**config.mk**
```make
export PLATFORM = sky130hd
export DESIGN_NAME = calc_sequencer
export DESIGN_NICKNAME = d
export VERILOG_FILES = /design/src/rtl/calc_pkg.sv /design/src/rtl/calc_key_decode.sv /design/src/rtl/calc_sequencer.sv
export SDC_FILE = /design/constraint.sdc
export NUM_CORES = 1
export LEC_CHECK = 0
export CAP_MARGIN = 20
export CORE_UTILIZATION = 44
export CTS_CLUSTER_DIAMETER = 120
export CTS_CLUSTER_SIZE = 25
export DETAILED_ROUTE_END_ITERATION = 8
export PLACE_DENSITY = 0.7
export SLEW_MARGIN = 20
export SYNTH_ARGS = -nofsm -noshare
export SYNTH_HDL_FRONTEND = slang
export SYNTH_SLANG_ARGS = --single-unit
```
**constraint.sdc**
```tcl
create_clock -name clk -period 3.3 [get_ports clk]
set_input_delay 0.66 -clock clk [delete_from_list [all_inputs] [get_ports clk]]
set_output_delay 0.66 -clock clk [all_outputs]
set_load 0.01 [all_outputs]
```
**src/rtl/calc_pkg.sv**
```systemverilog
// calc_pkg: key codes, state encoding, operator and memory command codes for the calculator sequencer
package calc_pkg;
    localparam logic [3:0] KEY_ADD = 4'd10;
    localparam logic [3:0] KEY_DIV = 4'd13;
    localparam logic [3:0] KEY_EQU = 4'd14;
    localparam logic [3:0] KEY_CLR = 4'd15;

    typedef enum logic [2:0] {
        ST_OP1  = 3'b000,
        ST_OP2  = 3'b001,
        ST_CALC = 3'b010,
        ST_SHOW = 3'b011,
        ST_LOAD = 3'b100,
        ST_ERR  = 3'b101
    } state_t;

    typedef enum logic [1:0] {
        OPR_ADD = 2'b00,
        OPR_SUB = 2'b01,
        OPR_MUL = 2'b10,
        OPR_DIV = 2'b11
    } opr_t;

    localparam logic [1:0] SAVE_NONE = 2'b00;
    localparam logic [1:0] SAVE_D1   = 2'b01;
    localparam logic [1:0] SAVE_OPR  = 2'b10;
    localparam logic [1:0] SAVE_D2   = 2'b11;
endpackage

```
**src/rtl/calc_key_decode.sv**
```systemverilog
// calc_key_decode: classifies a key code as digit, operator, equals or clear
module calc_key_decode
    import calc_pkg::*;
(
    input  logic [3:0] key_code,
    output logic       is_digit,
    output logic       is_op,
    output logic       is_equ,
    output logic       is_clr,
    output logic [3:0] digit,
    output logic [1:0] op
);
    assign is_digit = key_code < KEY_ADD;
    assign is_op    = key_code >= KEY_ADD && key_code <= KEY_DIV;
    assign is_equ   = key_code == KEY_EQU;
    assign is_clr   = key_code == KEY_CLR;
    assign digit    = key_code;
    // 10..13 map to 00..11: low two bits offset by 2 modulo 4
    assign op       = key_code[1:0] ^ 2'b10;
endmodule

```
**src/rtl/calc_sequencer.sv**
```systemverilog
// calc_sequencer: keypad-driven FSM issuing registered digit/operator/equals/clear commands to calculator memory
module calc_sequencer
    import calc_pkg::*;
#(
    parameter int MAX_DIGITS  = 4,
    parameter int EQU_TIMEOUT = 15
) (
    input  logic       clk,
    input  logic       rst_n,
    input  logic       key_valid,
    input  logic [3:0] key_code,
    output logic       key_ready,
    input  logic       alu_done,
    output logic [3:0] num,
    output logic [1:0] operator,
    output logic [1:0] save_enable,
    output logic       op_enable,
    output logic       equ_enable,
    output logic       clear_enable,
    output logic [2:0] state,
    output logic       error
);
    localparam int CW = $clog2(MAX_DIGITS + 1);
    localparam int TW = $clog2(EQU_TIMEOUT + 1);
    localparam logic [CW-1:0] CNT_MAX  = CW'(MAX_DIGITS);
    localparam logic [TW-1:0] TMO_LAST = TW'(EQU_TIMEOUT - 1);

    state_t        st;
    logic [CW-1:0] cnt;
    logic [TW-1:0] tmo;
    logic [3:0]    pend;
    logic          is_digit, is_op, is_equ, is_clr, acc;
    logic [3:0]    digit;
    logic [1:0]    op;

    calc_key_decode u_dec (
        .key_code(key_code),
        .is_digit(is_digit),
        .is_op(is_op),
        .is_equ(is_equ),
        .is_clr(is_clr),
        .digit(digit),
        .op(op)
    );

    assign key_ready = st != ST_CALC && st != ST_LOAD;
    assign acc       = key_valid && key_ready;
    assign state     = st;

    always_ff @(posedge clk or negedge rst_n) begin
        if (!rst_n) begin
            st           <= ST_OP1;
            cnt          <= '0;
            tmo          <= '0;
            pend         <= '0;
            num          <= '0;
            operator     <= OPR_ADD;
            save_enable  <= SAVE_NONE;
            op_enable    <= 1'b0;
            equ_enable   <= 1'b0;
            clear_enable <= 1'b0;
            error        <= 1'b0;
        end else begin
            save_enable  <= SAVE_NONE;
            op_enable    <= 1'b0;
            equ_enable   <= 1'b0;
            clear_enable <= 1'b0;
            if (acc && is_clr && st != ST_CALC && st != ST_LOAD) begin
                clear_enable <= 1'b1;
                cnt          <= '0;
                error        <= 1'b0;
                st           <= ST_OP1;
            end else begin
                case (st)
                    ST_OP1, ST_OP2: begin
                        if (acc && is_digit && cnt < CNT_MAX) begin
                            save_enable <= st == ST_OP1 ? SAVE_D1 : SAVE_D2;
                            num         <= digit;
                            cnt         <= cnt + 1'b1;
                        end else if (acc && is_op && st == ST_OP1 && cnt != '0) begin
                            save_enable <= SAVE_OPR;
                            op_enable   <= 1'b1;
                            operator    <= op;
                            cnt         <= '0;
                            st          <= ST_OP2;
                        end else if (acc && is_op && st == ST_OP2 && cnt == '0) begin
                            save_enable <= SAVE_OPR;
                            operator    <= op;
                        end else if (acc && is_equ && st == ST_OP2 && cnt != '0) begin
                            equ_enable <= 1'b1;
                            tmo        <= '0;
                            st         <= ST_CALC;
                        end
                    end
                    ST_CALC: begin
                        // a result arriving on the final timeout cycle still counts
                        if (alu_done) st <= ST_SHOW;
                        else if (tmo == TMO_LAST) begin
                            st    <= ST_ERR;
                            error <= 1'b1;
                        end else tmo <= tmo + 1'b1;
                    end
                    ST_SHOW: begin
                        if (acc && is_digit) begin
                            clear_enable <= 1'b1;
                            pend         <= digit;
                            st           <= ST_LOAD;
                        end else if (acc && is_op) begin
                            save_enable <= SAVE_OPR;
                            op_enable   <= 1'b1;
                            operator    <= op;
                            cnt         <= '0;
                            st          <= ST_OP2;
                        end
                    end
                    ST_LOAD: begin
                        save_enable <= SAVE_D1;
                        num         <= pend;
                        cnt         <= CW'(1);
                        st          <= ST_OP1;
                    end
                    ST_ERR: ;
                    default: st <= ST_OP1;
                endcase
            end
        end
    end
endmodule
```
==> metrics.yaml <==
critPathKind: "register to output port"
rsz0062_at_grt: "no"
post_cts_buffers: 0
synth_seq_area_share: 0.424
io_pins: 24
finalSetupTns_ps: 0
clk_path_buf_depth: 2
rows: 21
layout-drive-gt1-share: 0.131
r2r-end: "operator[0]$_DFFE_PN0P_"
gp_congestion: 0.907
critPathCaptureType: "output port"
slowest_delay_ps: 640
syn_nets: 162
maxCapViolCount: 0
area_growth_pct: 16.2
drt_iter0_markers: 76
syn_avg_cell_area_um2: 10.2
worstPathArrival_ps: 1930
min_delay_path_depth: 2
routed_wl_um: 3220
worst_pin_slew_ps: 583
hpwl_um: 2380
grt_usage: 0.199
cellLeakagePower_nw: 0.795
clkTransAtPathRegs_ps: 150
async_reset_ff_frac: 1.00
synth-edff-count: 0
grtUsageMet1: 0.263
insertion_delay_ps: 330
numCtsBuffers: 3
fin_crit_sh: 0.785
wl_per_cell_um: 15.0
gr-usage-met3: 0.0315
die_y_um: 61.0
setup_viol: 0
slew_viol_final: 0
place_ws_ps: 585
postRouteAntennaNets: 0
synth_top_area_cell: "dfrtp_1"
hold_buffers: 0
grt_pass1_wl_um: 5400
start_util: 0.460
die_width_um: 61.0
dr_total_vias: 1166
antenna_found_initial: 0
cpMaxStageDelayCell: "dfrtp_1"
path_cells: "xnor2_1 -> or2_2 -> clkdlybuf4s50_1"
fp.coreArea_um2: 3340
post_cts_resized: 0
layout_common_cells: "26 x dfrtp_1, 23 x clkdlybuf4s50_1, 15 x nand2_1"
drc_errors: 0
die_area_um2: 3730
power_density_nw_per_um2: 437
clock_skew_ps: 4.71
worst_ep_required_time_ps: 2640
postSynthCellCount: 150
grt_overflow: 0
endpoint: "key_ready"
gr-usage-met2: 0.326
fin_ws_ps: 710
grt_max_degree: 27
cts_tree: "built"
reg2regPathDepth: 7
antenna_cells: 0
reg2reg_from: "cnt[0]$_DFFE_PN0P_"
ys_types: 45
layout_commonest_cell: "dfrtp_1"
ys_seq_elements: 26
yosysTopAreaCellShare: 0.424
crit_fanout: 15
crit_start: "state[1]$_DFFE_PN0P_"
hold_viol: 0
grt_most_used_layer: "met2"
max-vdd-ir-drop_uv: 337
cts_htree_levels: 1
syn_area_um2: 1530
viasPerCell: 5.45
yosys-top-cells-area: "dfrtp_1 42%, mux2i_1 5.9%, mux2_2 3.7%"
layout.nets: 181
drt_pre_antenna_iters: 4
grt_pass1_vias: 1149
hold_path.class: "register to register"
min_period_ps: 2590
yosysWarnings: 0
start_kind: "register"
fmax_mhz: 386
reg2reg_slack_ps: 1210
clock_sinks: 26
slew_headroom: 0.612
port_buffers: 23
status: "finished clean"
clockRootBuffer: "clkbuf_4"
ys.flop_type: "dfrtp_1"
-- critical path: cells and delay by family (launching register included) --
family                    cells  cell delay (ps)
buffers and inverters         1              490
xor gates and xnor gates      1              160
and+or+nand+nor               1              310
DFF                           1              640
-- cell type report --
cell class	count	area [um^2]
inverter	5	18.8
tap	46	57.6
sequential	26	651
multi-input combinational	109	766
clock buffer	3	22.5
fill	328	1550
timing repair buffer	24	238
clock inverter	1	30.0
-- how the worst min path moves through the flow --
| stage | to | from | slack (ps) |
|---|---|---|---|
| 2_1_floorplan | clear_enable$_DFF_PN0_ | rst_n | 360 |
| 3_3_place_gp | num[3]$_DFFE_PN0P_ | pend[3]$_DFFE_PN0P_ | 460 |
| 3_5_place_dp | num[1]$_DFFE_PN0P_ | pend[1]$_DFFE_PN0P_ | 480 |
| 4_1_cts | num[0]$_DFFE_PN0P_ | pend[0]$_DFFE_PN0P_ | 520 |
| 5_1_grt | operator[0]$_DFFE_PN0P_ | operator[0]$_DFFE_PN0P_ | 550 |
| 6_report | num[3]$_DFFE_PN0P_ | pend[3]$_DFFE_PN0P_ | 510 |
-- kinds of logic after synthesis --
| kind of cell | share of synthesized area |
|---|---|
| AO/OA/AOI/OAI | 0.123 |
| XOR/XNOR | 0.0277 |
| adder cells (fa/ha/maj) | 0.0326 |
| buffers and inverters | 0.0767 |
| flip-flops | 0.424 |
| multiplexers | 0.0954 |
| AND/OR/NAND/NOR | 0.220 |
-- power by group --
part / internal, mW / switching (mW)
Sequential: 0.350 / 0.0232
Clock: 0.123 / 0.101
Combinational: 0.0945 / 0.0882
-- routing by layer --
| metal | vias up | routed length, um |
|---|---|---|
| met5 | - | 0 |
| met4 | 0 | 33 |
| met3 | 4 | 182 |
| met2 | 41 | 1630 |
| met1 | 555 | 1370 |
| li1 | 566 | - |
-- through the flow --
| step | std cells | power (mW) | cell area, um^2 | utilization | hold WS (ps) |
|---|---|---|---|---|---|
| detailed placement | 210 | 0.564 | 1730 | 0.519 | 479 |
| CTS | 214 | 0.787 | 1780 | 0.534 | 518 |
| global route | 214 | 0.820 | 1780 | 0.534 | 546 |
| global placement | 210 | 0.559 | 1730 | 0.519 | 458 |
| floorplan | 150 | 0.484 | 1530 | - | 364 |
| finish | 214 | 0.779 | 1780 | 0.534 | 511 |
-- Yosys cell counts (2+ instances only) --
| master | n |
|---|---|
| or2_2 | 2 |
| nor3_1 | 6 |
| nand3_1 | 3 |
| nand2b_1 | 2 |
| mux2i_1 | 9 |
| dfrtp_1 | 26 |
| o21ai_2 | 2 |
| o21ai_0 | 10 |
| o21a_1 | 3 |
| or4b_4 | 2 |
| xor2_1 | 2 |
| buf_6 | 2 |
| buf_2 | 2 |
| a21oi_1 | 5 |
| inv_1 | 5 |
| nor2_1 | 11 |
| nand4_1 | 2 |
| mux2_2 | 5 |
| or3_1 | 2 |
| nand2_1 | 15 |
| nand3b_1 | 4 |
| clkbuf_8 | 4 |
| ha_1 | 4 |
-- state kept, by name (all words and copies together), names as in the netlist --
register      flops
num               4
pend              4
tmo               4
cnt               3
state             3
operator          2
save_enable       2
clear_enable      1
equ_enable        1
error             1
op_enable         1
Power figures use the tool's default switching activity.
